`config.mk`:
```
export PLATFORM = sky130hd
export DESIGN_NAME = mirfak_writeback_arbiter_flat
export DESIGN_NICKNAME = d
export VERILOG_FILES = /design/src/rtl/mirfak_writeback_arbiter_if.sv /design/src/rtl/mirfak_writeback_arbiter.sv /design/src/flat_wrapper.sv
export SDC_FILE = /design/constraint.sdc
export NUM_CORES = 1
export LEC_CHECK = 0
export ABC_AREA = 0
export CAP_MARGIN = 20
export CORE_MARGIN = 2
export CORE_UTILIZATION = 45
export CTS_BUF_LIST = sky130_fd_sc_hd__clkbuf_4 sky130_fd_sc_hd__clkbuf_8
export DETAILED_ROUTE_END_ITERATION = 7
export PLACE_DENSITY = 0.84
export RECOVER_POWER = 25
export SKIP_CTS_REPAIR_TIMING = 1
export SYNTH_ARGS = -nofsm -noshare
export SYNTH_HDL_FRONTEND = slang
export SYNTH_SLANG_ARGS = --single-unit
```
`constraint.sdc`:
```
create_clock -name clk_i -period 2.6 [get_ports clk_i]
set_input_delay 0.26 -clock clk_i [delete_from_list [all_inputs] [get_ports clk_i]]
set_output_delay 0.26 -clock clk_i [all_outputs]
set_load 0.05 [all_outputs]
```
`src/rtl/mirfak_writeback_arbiter_if.sv`:
```
// Bus bundle for the register-file writeback arbiter: both request sources, the
// issue/scoreboard port, FIFO status and the register-file write port.
interface mirfak_writeback_arbiter_if #(
    parameter int FIFO_DEPTH = 2
);
    localparam int CNT_W = $clog2(FIFO_DEPTH) + 1;

    logic             a_valid_i;
    logic [4:0]       a_waddr_i;
    logic [31:0]      a_wdata_i;
    logic             a_stall_o;
    logic             b_valid_i;
    logic [4:0]       b_waddr_i;
    logic [31:0]      b_wdata_i;
    logic             b_ready_o;
    logic             issue_i;
    logic [4:0]       issue_waddr_i;
    logic [31:0]      busy_o;
    logic [CNT_W-1:0] fifo_count_o;
    logic [4:0]       waddr_o;
    logic [31:0]      wdata_o;
    logic             wen_o;

    // The arbiter sits on the slave side; the pipeline / register file is the master.
    modport slave (
        input  a_valid_i, a_waddr_i, a_wdata_i,
        input  b_valid_i, b_waddr_i, b_wdata_i,
        input  issue_i, issue_waddr_i,
        output a_stall_o, b_ready_o, busy_o, fifo_count_o,
        output waddr_o, wdata_o, wen_o
    );

    modport master (
        output a_valid_i, a_waddr_i, a_wdata_i,
        output b_valid_i, b_waddr_i, b_wdata_i,
        output issue_i, issue_waddr_i,
        input  a_stall_o, b_ready_o, busy_o, fifo_count_o,
        input  waddr_o, wdata_o, wen_o
    );
endinterface

```
`src/rtl/mirfak_writeback_arbiter.sv`:
```
// Merges the in-order commit stream (A) and a FIFO-buffered long-latency stream (B)
// onto the single register-file write port, with a busy scoreboard for B destinations.
module mirfak_writeback_arbiter #(
    parameter int FIFO_DEPTH   = 2,
    parameter int STARVE_LIMIT = 4
) (
    input  logic                       clk_i,
    input  logic                       rst_ni,
    mirfak_writeback_arbiter_if.slave  bus
);
    localparam int PTR_W = $clog2(FIFO_DEPTH);
    localparam int CNT_W = PTR_W + 1;
    localparam int STV_W = $clog2(STARVE_LIMIT + 1);

    typedef struct packed {
        logic [4:0]  addr;
        logic [31:0] data;
    } wb_entry_t;

    wb_entry_t        fifo_mem_q [FIFO_DEPTH];
    logic [PTR_W-1:0] wr_ptr_q, wr_ptr_d;
    logic [PTR_W-1:0] rd_ptr_q, rd_ptr_d;
    logic [CNT_W-1:0] count_q, count_d;
    logic [STV_W-1:0] starve_q, starve_d;
    logic             wen_q, wen_d;
    logic             bsrc_q, bsrc_d;
    logic [4:0]       waddr_q, waddr_d;
    logic [31:0]      wdata_q, wdata_d;
    logic [31:0]      busy_q, busy_d;

    logic      fifo_empty;
    logic      b_ready;
    logic      push;
    logic      force_b;
    logic      sel_a;
    logic      sel_b;
    wb_entry_t sel;

    // Ready comes from the registered count only, so a full FIFO never accepts
    // even if the head is being popped in the same cycle.
    assign fifo_empty = (count_q == '0);
    assign b_ready    = (count_q != CNT_W'(FIFO_DEPTH));
    assign push       = bus.b_valid_i && b_ready;
    assign force_b    = (starve_q == STV_W'(STARVE_LIMIT)) && !fifo_empty;
    assign sel_b      = force_b || (!bus.a_valid_i && !fifo_empty);
    assign sel_a      = !sel_b && bus.a_valid_i;

    always_comb begin
        sel = '0;
        if (sel_b) begin
            sel = fifo_mem_q[rd_ptr_q];
        end else if (sel_a) begin
            sel.addr = bus.a_waddr_i;
            sel.data = bus.a_wdata_i;
        end
    end

    always_comb begin
        wr_ptr_d = wr_ptr_q;
        rd_ptr_d = rd_ptr_q;
        count_d  = count_q + CNT_W'(push) - CNT_W'(sel_b);
        if (push) begin
            wr_ptr_d = wr_ptr_q + PTR_W'(1);
        end
        if (sel_b) begin
            rd_ptr_d = rd_ptr_q + PTR_W'(1);
        end

        // Counts A wins only while B is waiting; any B service or empty FIFO resets it.
        starve_d = starve_q;
        if (sel_b || fifo_empty) begin
            starve_d = '0;
        end else if (sel_a && (starve_q != STV_W'(STARVE_LIMIT))) begin
            starve_d = starve_q + STV_W'(1);
        end

        wen_d   = (sel_a || sel_b) && (sel.addr != 5'd0);
        waddr_d = waddr_q;
        wdata_d = wdata_q;
        if (sel_a || sel_b) begin
            waddr_d = sel.addr;
            wdata_d = sel.data;
        end
        bsrc_d = sel_b;

        // Clear first so that a same-edge issue to the retiring register wins.
        busy_d = busy_q;
        if (wen_q && bsrc_q) begin
            busy_d[waddr_q] = 1'b0;
        end
        if (bus.issue_i && (bus.issue_waddr_i != 5'd0)) begin
            busy_d[bus.issue_waddr_i] = 1'b1;
        end
        busy_d[0] = 1'b0;
    end

    always_ff @(posedge clk_i or negedge rst_ni) begin
        if (!rst_ni) begin
            wr_ptr_q <= '0;
            rd_ptr_q <= '0;
            count_q  <= '0;
            starve_q <= '0;
            wen_q    <= 1'b0;
            bsrc_q   <= 1'b0;
            waddr_q  <= '0;
            wdata_q  <= '0;
            busy_q   <= '0;
        end else begin
            wr_ptr_q <= wr_ptr_d;
            rd_ptr_q <= rd_ptr_d;
            count_q  <= count_d;
            starve_q <= starve_d;
            wen_q    <= wen_d;
            bsrc_q   <= bsrc_d;
            waddr_q  <= waddr_d;
            wdata_q  <= wdata_d;
            busy_q   <= busy_d;
        end
    end

    // Storage needs no reset: the pointers and count define which entries are live.
    always_ff @(posedge clk_i) begin
        if (push) begin
            fifo_mem_q[wr_ptr_q] <= '{addr: bus.b_waddr_i, data: bus.b_wdata_i};
        end
    end

    assign bus.a_stall_o    = force_b && bus.a_valid_i;
    assign bus.b_ready_o    = b_ready;
    assign bus.busy_o       = busy_q;
    assign bus.fifo_count_o = count_q;
    assign bus.waddr_o      = waddr_q;
    assign bus.wdata_o      = wdata_q;
    assign bus.wen_o        = wen_q;
endmodule

```
`src/flat_wrapper.sv`:
```
// flat-port wrapper written by rule: the top's interface ports become plain ports
module mirfak_writeback_arbiter_flat 
#(
    parameter int FIFO_DEPTH   = 2,
    parameter int STARVE_LIMIT = 4
)
  (clk_i, rst_ni, bus_a_valid_i, bus_a_waddr_i, bus_a_wdata_i, bus_b_valid_i, bus_b_waddr_i, bus_b_wdata_i, bus_issue_i, bus_issue_waddr_i, bus_a_stall_o, bus_b_ready_o, bus_busy_o, bus_fifo_count_o, bus_waddr_o, bus_wdata_o, bus_wen_o);
  mirfak_writeback_arbiter_if #(.FIFO_DEPTH(FIFO_DEPTH)) bus_i ();
  input  logic clk_i;
  input  logic rst_ni;
  input wire logic [$bits(bus_i.a_valid_i)-1:0] bus_a_valid_i;
  input wire logic [$bits(bus_i.a_waddr_i)-1:0] bus_a_waddr_i;
  input wire logic [$bits(bus_i.a_wdata_i)-1:0] bus_a_wdata_i;
  input wire logic [$bits(bus_i.b_valid_i)-1:0] bus_b_valid_i;
  input wire logic [$bits(bus_i.b_waddr_i)-1:0] bus_b_waddr_i;
  input wire logic [$bits(bus_i.b_wdata_i)-1:0] bus_b_wdata_i;
  input wire logic [$bits(bus_i.issue_i)-1:0] bus_issue_i;
  input wire logic [$bits(bus_i.issue_waddr_i)-1:0] bus_issue_waddr_i;
  output wire logic [$bits(bus_i.a_stall_o)-1:0] bus_a_stall_o;
  output wire logic [$bits(bus_i.b_ready_o)-1:0] bus_b_ready_o;
  output wire logic [$bits(bus_i.busy_o)-1:0] bus_busy_o;
  output wire logic [$bits(bus_i.fifo_count_o)-1:0] bus_fifo_count_o;
  output wire logic [$bits(bus_i.waddr_o)-1:0] bus_waddr_o;
  output wire logic [$bits(bus_i.wdata_o)-1:0] bus_wdata_o;
  output wire logic [$bits(bus_i.wen_o)-1:0] bus_wen_o;
  assign bus_i.a_valid_i = bus_a_valid_i;
  assign bus_i.a_waddr_i = bus_a_waddr_i;
  assign bus_i.a_wdata_i = bus_a_wdata_i;
  assign bus_i.b_valid_i = bus_b_valid_i;
  assign bus_i.b_waddr_i = bus_b_waddr_i;
  assign bus_i.b_wdata_i = bus_b_wdata_i;
  assign bus_i.issue_i = bus_issue_i;
  assign bus_i.issue_waddr_i = bus_issue_waddr_i;
  assign bus_a_stall_o = bus_i.a_stall_o;
  assign bus_b_ready_o = bus_i.b_ready_o;
  assign bus_busy_o = bus_i.busy_o;
  assign bus_fifo_count_o = bus_i.fifo_count_o;
  assign bus_waddr_o = bus_i.waddr_o;
  assign bus_wdata_o = bus_i.wdata_o;
  assign bus_wen_o = bus_i.wen_o;
  mirfak_writeback_arbiter #(.FIFO_DEPTH(FIFO_DEPTH), .STARVE_LIMIT(STARVE_LIMIT)) u_core (.clk_i(clk_i), .rst_ni(rst_ni), .bus(bus_i));
endmodule
```
==> summary.md, run 1 <==
| Metric | Value |
|---|---|
| WP data required | `2.34 ns` |
| Post-Synthesis Cells | `between 400 and 500` |
| GRT Util Overall | `0.2118` |
| Share of cells above drive strength 1 | `0.08548` |
| GP Congestion | `0.8468` |
| Sw Ratio | `0.4257` |
| CTS tree | `built` |
| Final setup vio count | `0` |
| First-pass GRT wire length | `23050 um` |
| Post-synth EDFFs | `74` |
| Avg Cell Area, Syn | `~13 um^2` |
| Worst Setup End Kind | `primary output` |
| Synth top area share | `0.3726` |
| Async SR Flop Fraction | `0.5099` |
| CORE AREA | `around 0.013 mm^2` |
| Maximum buffer depth of the clock tree | `2` |
| Post-synthesis sequential area ratio | `0.6958` |
| HP Class | `in -> reg` |
| Ys Warns | `0` |
| WL met2 | `just over 7000 um` |
| Clock Root Buffer | `clkbuf_8` |
| Routed WL per cell | `17.82 um` |
| CP startpoint kind | `register` |
| CTS H-Tree Depth | `4` |
| Multi-input logic area | `0.001698 mm^2` |
| Largest net degree at the start of global routing | `about 50` |
| WP buf/inv | `2` |
| Cell Pwr Density | `1233 mW/mm^2` |
| Yosys top cell by area | `edfxtp_1` |
| Vias | `4304` |
| Max-Cap Viols | `0` |
| Hpwl dp | `10050 um` |
| Unique masters post-synth | `32` |
| CP Max Fanout | `5` |
| Area grow syn2layout | `35.94%` |
| FMAX | `about 460 MHz` |
| Unrepaired setup endpoints after global routing | `false` |
| Clock transition at the registers of the reported paths | `0.08 ns` |
| CP cell instances | `inv_1, nand2_1, clkdlybuf4s50_1` |
| Port Buffers | `156` |
| Post-layout net count | `697` |
| Drt total wl | `14260 um` |
| Post-route ant nets | `0` |
| Initial antenna violation count | `4` |
| Status | `completed` |
| Max Slew Vio Count | `0` |
| Top_reg_cell synth | `dfrtp_1` |
| Delay-heaviest family, CP | `buffers and inverters` |
| Tmin final | `2.156 ns` |
| Die height | `119.1 um` |
| Final instance area | `0.008107 mm^2` |
| I/O pins | `approximately 160` |
| Int Pwr | `0.005741 W` |
| CTS Buf Count | `17` |
| Fin util | `0.6195` |
| Period utilization | `0.8293` |
| Max Used Layer | `met4` |
| Worst slew pin tran | `1.181 ns` |
| CP arrival | `1.90 ns` |
| Kind of critical path | `reg -> out` |
| DRC errors left | `0` |
| # rows | `42` |
| Final Hold Fails | `0` |
| CP max-delay cell | `clkdlybuf4s50_1` |
| Syn nets | `534` |
| Flip-flop and latch area | `0.004150 mm^2` |
| Worst skew pair latency | `0.43 ns` |
| Net Switching | `about 0.0043 W` |
| Placed Area | `0.007717 mm^2` |
| Sequential Power Share | `0.382` |
| Pleak | `3.047 nW` |
| Critical Path Max Stage Delay | `about 0.81 ns` |
| Met3 WL | `1341 um` |
| GRT overflow | `0` |
| Max VDD drop | `829.4 uV` |
| Setup TNS Final | `0 ns` |
| Initial core utilization | `0.4557` |
| 1st-pass router iterations | `4` |
| Drt via density | `5.380` |
| Synth top area cells | `edfxtp_1, dfrtp_1, mux2i_1` |
| Logic pwr share | `0.449` |
| Clock Skew | `0.01186 ns` |
| # clock sinks | `151` |
| Initial DRC count | `327` |
| FF+latch count, synth | `151` |
| Fill cells | `985` |
| Max-slew headroom | `0.2126` |
| Clk network pwr share | `0.168` |
| Die ar. | `0.01419 mm^2` |
| Cell Area, Synth | `between 0.005 and 0.006 mm^2` |
| Vias in the first global route | `4575` |
| Die width | `about 120 um` |
| Pwr Total | `0.009998 W` |
| Met1 Wirelength | `5507 um` |
-- state kept, by name, indices dropped and copies added, names as in the netlist --
register                 cells
u_core.bus.busy_o           31
u_core.bus.waddr_o           5
u_core.rd_ptr_q              1
u_core.bus.fifo_count_o      2
u_core.fifo_mem_q           74
u_core.bus.wen_o             1
u_core.bsrc_q                1
u_core.starve_q              3
u_core.bus.wdata_o          32
u_core.wr_ptr_q              1
-- synthesized netlist by cell type, types with 2 or more instances --
cell type and instances:
and2_1 2, dfrtp_1 77, buf_1 2, inv_1 6
nand4b_1 2, ha_1 4, xnor2_1 4, o21ai_0 67
edfxtp_1 74, nor2_1 9, o211ai_1 35, clkbuf_1 9
mux2i_1 37, and3_1 3, buf_2 10, or3b_2 3
a21o_1 4, nand3b_1 8, or3_1 3, a221o_1 2
nand2_1 40, nand3_1 35
-- kinds of logic (layout without fill, tap and decap cells) --
logic type | Yosys count | in the layout | share of synthesized area
AOI/OAI and AO/OA | 109 | 109 | 0.1095
xor gates and xnor gates | 4 | 4 | 0.005874
adders and majority gates | 4 | 4 | 0.008393
buffers and inverters | 29 | 203 | 0.02224
DFF | 151 | 151 | 0.6958
muxes | 39 | 39 | 0.06651
other | 1 | 5 | 0.0006289
and+or+nand+nor | 109 | 109 | 0.09106
-- per-stage QoR --
step           hold WS (ns)  instances  setup slack (ns)
2_1_floorplan      -0.03559        446            0.1954
3_3_place_gp         0.3107        765            0.6404
3_5_place_dp         0.3204        765            0.5392
4_1_cts             -0.1672        795            0.4070
5_1_grt              0.3654        799            0.3325
6_report             0.3449        800            0.4438
-- path summary, 6_finish.rpt --
| check | slack, ns | to | depth (start not counted) | start |
|---|---|---|---|---|
| max | 0.44 | bus_b_ready_o | 3 | u_core.bus.fifo_count_o[0]$_DFF_PN0_ |
| min | 0.34 | u_core.bus.wdata_o[20]$_DFFE_PN0P_ | 3 | bus_a_valid_i |
| max reg2reg | 0.54 | u_core.bus.wen_o$_DFF_PN0_ | 7 | u_core.starve_q[0]$_DFFE_PN0P_ |
| min reg2reg | 0.51 | u_core.bus.wdata_o[16]$_DFFE_PN0P_ | 2 | u_core.bus.wdata_o[16]$_DFFE_PN0P_ |
| max in group asynchronous | 1.12 | u_core.bus.busy_o[6]$_DFF_PN0_ | 3 | rst_ni |
| min in group asynchronous | 0.61 | u_core.bus.wdata_o[16]$_DFFE_PN0P_ | 2 | rst_ni |
-- layer usage --
metal  track usage  up-vias
met5             0        -
met4       0.09375        0
met3       0.07471       22
met2        0.3502      209
met1        0.2498     2089
li1              -     1984
-- worst reg2reg max path, stage by stage, from the launching register on --
cell     delay [ns]
dfrtp_1        0.38
inv_1          0.07
ha_1           0.20
nand2_1        0.13
a21o_2         0.26
buf_4          0.23
mux2i_1        0.14
or4_1          0.51
-- cell type report --
| class | instances | share of cell area |
|---|---|---|
| flip-flops and latches | 151 | 0.5120 |
| multi-input cells | 266 | 0.2094 |
| repair buffers | 167 | 0.2016 |
| clock buffers | 20 | 0.03241 |
| well taps | 176 | 0.02716 |
| clock inverters | 10 | 0.01343 |
| inverters | 6 | 0.002778 |
| diodes | 4 | 0.001235 |
-- power by group through the flow --
stage	clock, W	sequential (W)	combinational [W]
finish	0.00168	0.00382	0.00449
global route	0.00182	0.00390	0.00475
CTS	0.00172	0.00382	0.00454
detailed placement	0	0.00386	0.00453
global placement	0	0.00382	0.00444
floorplan	0	0.00541	0.00133
-- layout by cell type, fill, tap and decap left out, types with 8 or more instances in the layout --
cell type        Yosys  routed
clkdlybuf4s50_1      0     116
dfrtp_1             77      76
edfxtp_1            74      74
o21ai_0             67      67
nand2_1             40      40
dlygate4sd3_1        0      38
mux2i_1             37      37
nand3_1             35      35
o211ai_1            35      35
clkbuf_8             0      18
buf_4                1      11
nand3b_1             8       8
nor2_1               9       8
No activity file was read; power rests on OpenSTA's default activity.
==> run 2: changes to the inputs <==
==> constraint.sdc (replaced) <==
create_clock -name clk_i -period 1.93 [get_ports clk_i]
set_input_delay 0.193 -clock clk_i [delete_from_list [all_inputs] [get_ports clk_i]]
set_output_delay 0.193 -clock clk_i [all_outputs]
set_load 0.05 [all_outputs]
==> run 2 against run 1 <==
- final cell count increased by 0.50%
- register-to-register slack got worse by 0.45 ns
- clock power increased by 46%
- setup slack got worse by 0.35 ns
- power increased by 38%
- die area unchanged
- combinational power increased by 38%
- clock skew about the same
- cell area increased by 2.1%
- sequential cell count unchanged
- count of clock-buffer cells in the layout increased by 1
- critical endpoint is now u_core.bus.wen_o$_DFF_PN0_
- largest cell class unchanged
- highest routed layer unchanged
==> summary.md, run 2 (same netlist as run 1, synthesis figures left out) <==
| Metric | Value |
|---|---|
| Max-slew headroom | `0.3343 (+0.1217)` |
| CP arrival | `2.14 ns (+0.24 ns)` |
| Clock Skew | `0.01207 ns (+0.0002079 ns)` |
| Fill cells | `966 (-1.9%)` |
| Die width | `119.1 um (unchanged)` |
| Die ar. | `0.01419 mm^2 (unchanged)` |
| First-pass GRT wire length | `22730 um (-1.4%)` |
| Worst Setup End Kind | `register` |
| CP Max Fanout | `8 (+3)` |
| Post-layout net count | `702 (+0.72%)` |
| Drt via density | `5.409 (+0.54%)` |
| Kind of critical path | `reg -> reg` |
| Maximum buffer depth of the clock tree | `2 (unchanged)` |
| Grt met1 use | `0.2447 (-0.005178)` |
| FMAX | `roughly 540 MHz` |
| Initial antenna violation count | `2 (-2)` |
| Most frequent cells in the layout | `clkdlybuf4s50_1, dfrtp_1, edfxtp_1` |
| Worst r2r path cells | `7 (unchanged)` |
| CTS H-Tree Depth | `4 (unchanged)` |
| Die height | `119.1 um (unchanged)` |
| Worst slew pin tran | `0.9986 ns (-0.1825 ns)` |
| Initial DRC count | `361 (+10%)` |
| Area grow syn2layout | `38.75%` |
| Biggest register | `u_core.fifo_mem_q` |
| Placed Area | `0.007820 mm^2 (+1.3%)` |
| Clock Root Buffer | `clkbuf_8` |
| Status | `completed` |
| Hold Path Depth | `3 (unchanged)` |
| # clock sinks | `151 (unchanged)` |
| Worst skew pair latency | `0.44 ns (about the same)` |
| # rows | `42 (unchanged)` |
| HP Class | `in -> reg` |
| Unrepaired setup endpoints after global routing | `true` |
| CP startpoint kind | `register` |
| Final Hold Fails | `0 (unchanged)` |
| DRC errors left | `0 (unchanged)` |
| Max-Cap Viols | `0 (unchanged)` |
| Most common cell after layout, fill and taps aside | `clkdlybuf4s50_1` |
| Final hold slack | `0.3513 ns (+0.006410 ns)` |
| Cell Pwr Density | `1672 mW/mm^2 (+36%)` |
| GRT overflow | `0 (unchanged)` |
| I/O pins | `158 (unchanged)` |
| Drt total wl | `14360 um (+0.72%)` |
| Setup TNS Final | `0 ns (unchanged)` |
| CTS Buf Count | `17 (unchanged)` |
| Clock transition at the registers of the reported paths | `0.08 ns (about the same)` |
| Share of cells above drive strength 1 | `0.1054 (+0.01995)` |
| Largest net degree at the start of global routing | `43 (-12%)` |
| Hpwl dp | `10080 um (+0.30%)` |
| CORE AREA | `0.01309 mm^2 (unchanged)` |
| CTS tree | `built` |
| GRT met3 Usage | `0.06418 (-0.01054)` |
| WP data required | `2.24 ns (-0.10 ns)` |
| Pwr Total | `0.01384 W (+38%)` |
| Port Buffers | `156 (unchanged)` |
| Max Slew Vio Count | `0 (unchanged)` |
| Vias in the first global route | `4576 (+0.022%)` |
| Max VDD drop | `1010 uV (+22%)` |
| Multi-input logic area | `0.001723 mm^2 (+1.5%)` |
| Pleak | `3.182 nW (+4.4%)` |
| Final setup vio count | `0 (unchanged)` |
| Post-route ant nets | `0 (unchanged)` |
| GRT Util Overall | `0.2072 (-0.004562)` |
| Vias | `4349 (+1.0%)` |
| GRT Max-Usage Layer | `met2` |
| Flip-flop and latch area | `0.004153 mm^2 (about the same)` |
| Period utilization | `0.9510` |
| Tmin final | `1.835 ns` |
| 1st-pass router iterations | `4 (unchanged)` |
| GR Util met2 | `0.3502 (unchanged)` |
| Max reg flops | `74 (unchanged)` |
| Final instance area | `0.008274 mm^2 (+2.1%)` |
| GP Congestion | `0.8469 (about the same)` |
| Routed WL per cell | `17.86 um (+0.21%)` |
| Initial core utilization | `0.4557 (unchanged)` |
==> run 2: cell count changes in the layout (fill, tap and decap cells not counted), moves of 2 or more <==
cell	before	now
clkdlybuf4s50_1	116	108
dlymetal6s2s_1	0	8
buf_12	0	4
buf_4	11	13
dfrtp_1	76	74
dfrtp_2	1	3
diode_2	4	2
inv_1	6	4
inv_2	0	2
nand2_1	40	38
==> run 2: metal layers <==
layer	up-vias	routed length (um)
met2	193	7256
met1	2140	5761
met5	-	0
li1	1990	-
met4	0	284
met3	26	1057
==> run 2: critical path, cell delays in order (launching register included) <==
cell and delay, ns:
dfrtp_1 0.38, inv_1 0.10, ha_4 0.15, nand2_1 0.06, a21o_2 0.23, buf_4 0.16, mux2i_1 0.11, or4_1 0.51
==> run 2: power breakdown <==
group | switching, W | internal (W) | total [W]
sequential | 0.000658 | 0.00450 | 0.00516
clock | 0.00111 | 0.00136 | 0.00246
combinational | 0.00407 | 0.00214 | 0.00621
total | 0.00584 | 0.00800 | 0.0138
==> run 2: worst paths after layout <==
path	from	endpoint	slack, ns
max reg2reg	u_core.starve_q[0]$_DFFE_PN0P_	u_core.bus.wen_o$_DFF_PN0_	0.09
min	bus_a_wdata_i[24]	u_core.bus.wdata_o[24]$_DFFE_PN0P_	0.35
max	u_core.starve_q[0]$_DFFE_PN0P_	u_core.bus.wen_o$_DFF_PN0_	0.09
min in group asynchronous	rst_ni	u_core.starve_q[2]$_DFFE_PN0P_	0.47
max in group asynchronous	rst_ni	u_core.bus.busy_o[27]$_DFF_PN0_	0.70
min reg2reg	u_core.bus.busy_o[16]$_DFF_PN0_	u_core.bus.busy_o[16]$_DFF_PN0_	0.50
==> run 2: area by class of cell <==
cell class / count / share of cell area
Antenna cell: 2 / 0.0006049
Clock buffer: 21 / 0.03342
Clock inverter: 10 / 0.01573
Inverter: 6 / 0.002722
Multi-Input combinational cell: 266 / 0.2082
Sequential cell: 151 / 0.5019
Tap cell: 176 / 0.02661
Timing Repair Buffer: 172 / 0.2108
==> run 2: stage by stage <==
step,instances,utilization,worst slack [ns]
floorplan,446,-,0.02426
global placement,770,0.5976,0.1338
detailed placement,770,0.5976,0.07100
CTS,801,0.6287,-0.1844
global route,803,0.6321,-0.0002920
finish,804,0.6323,0.09465
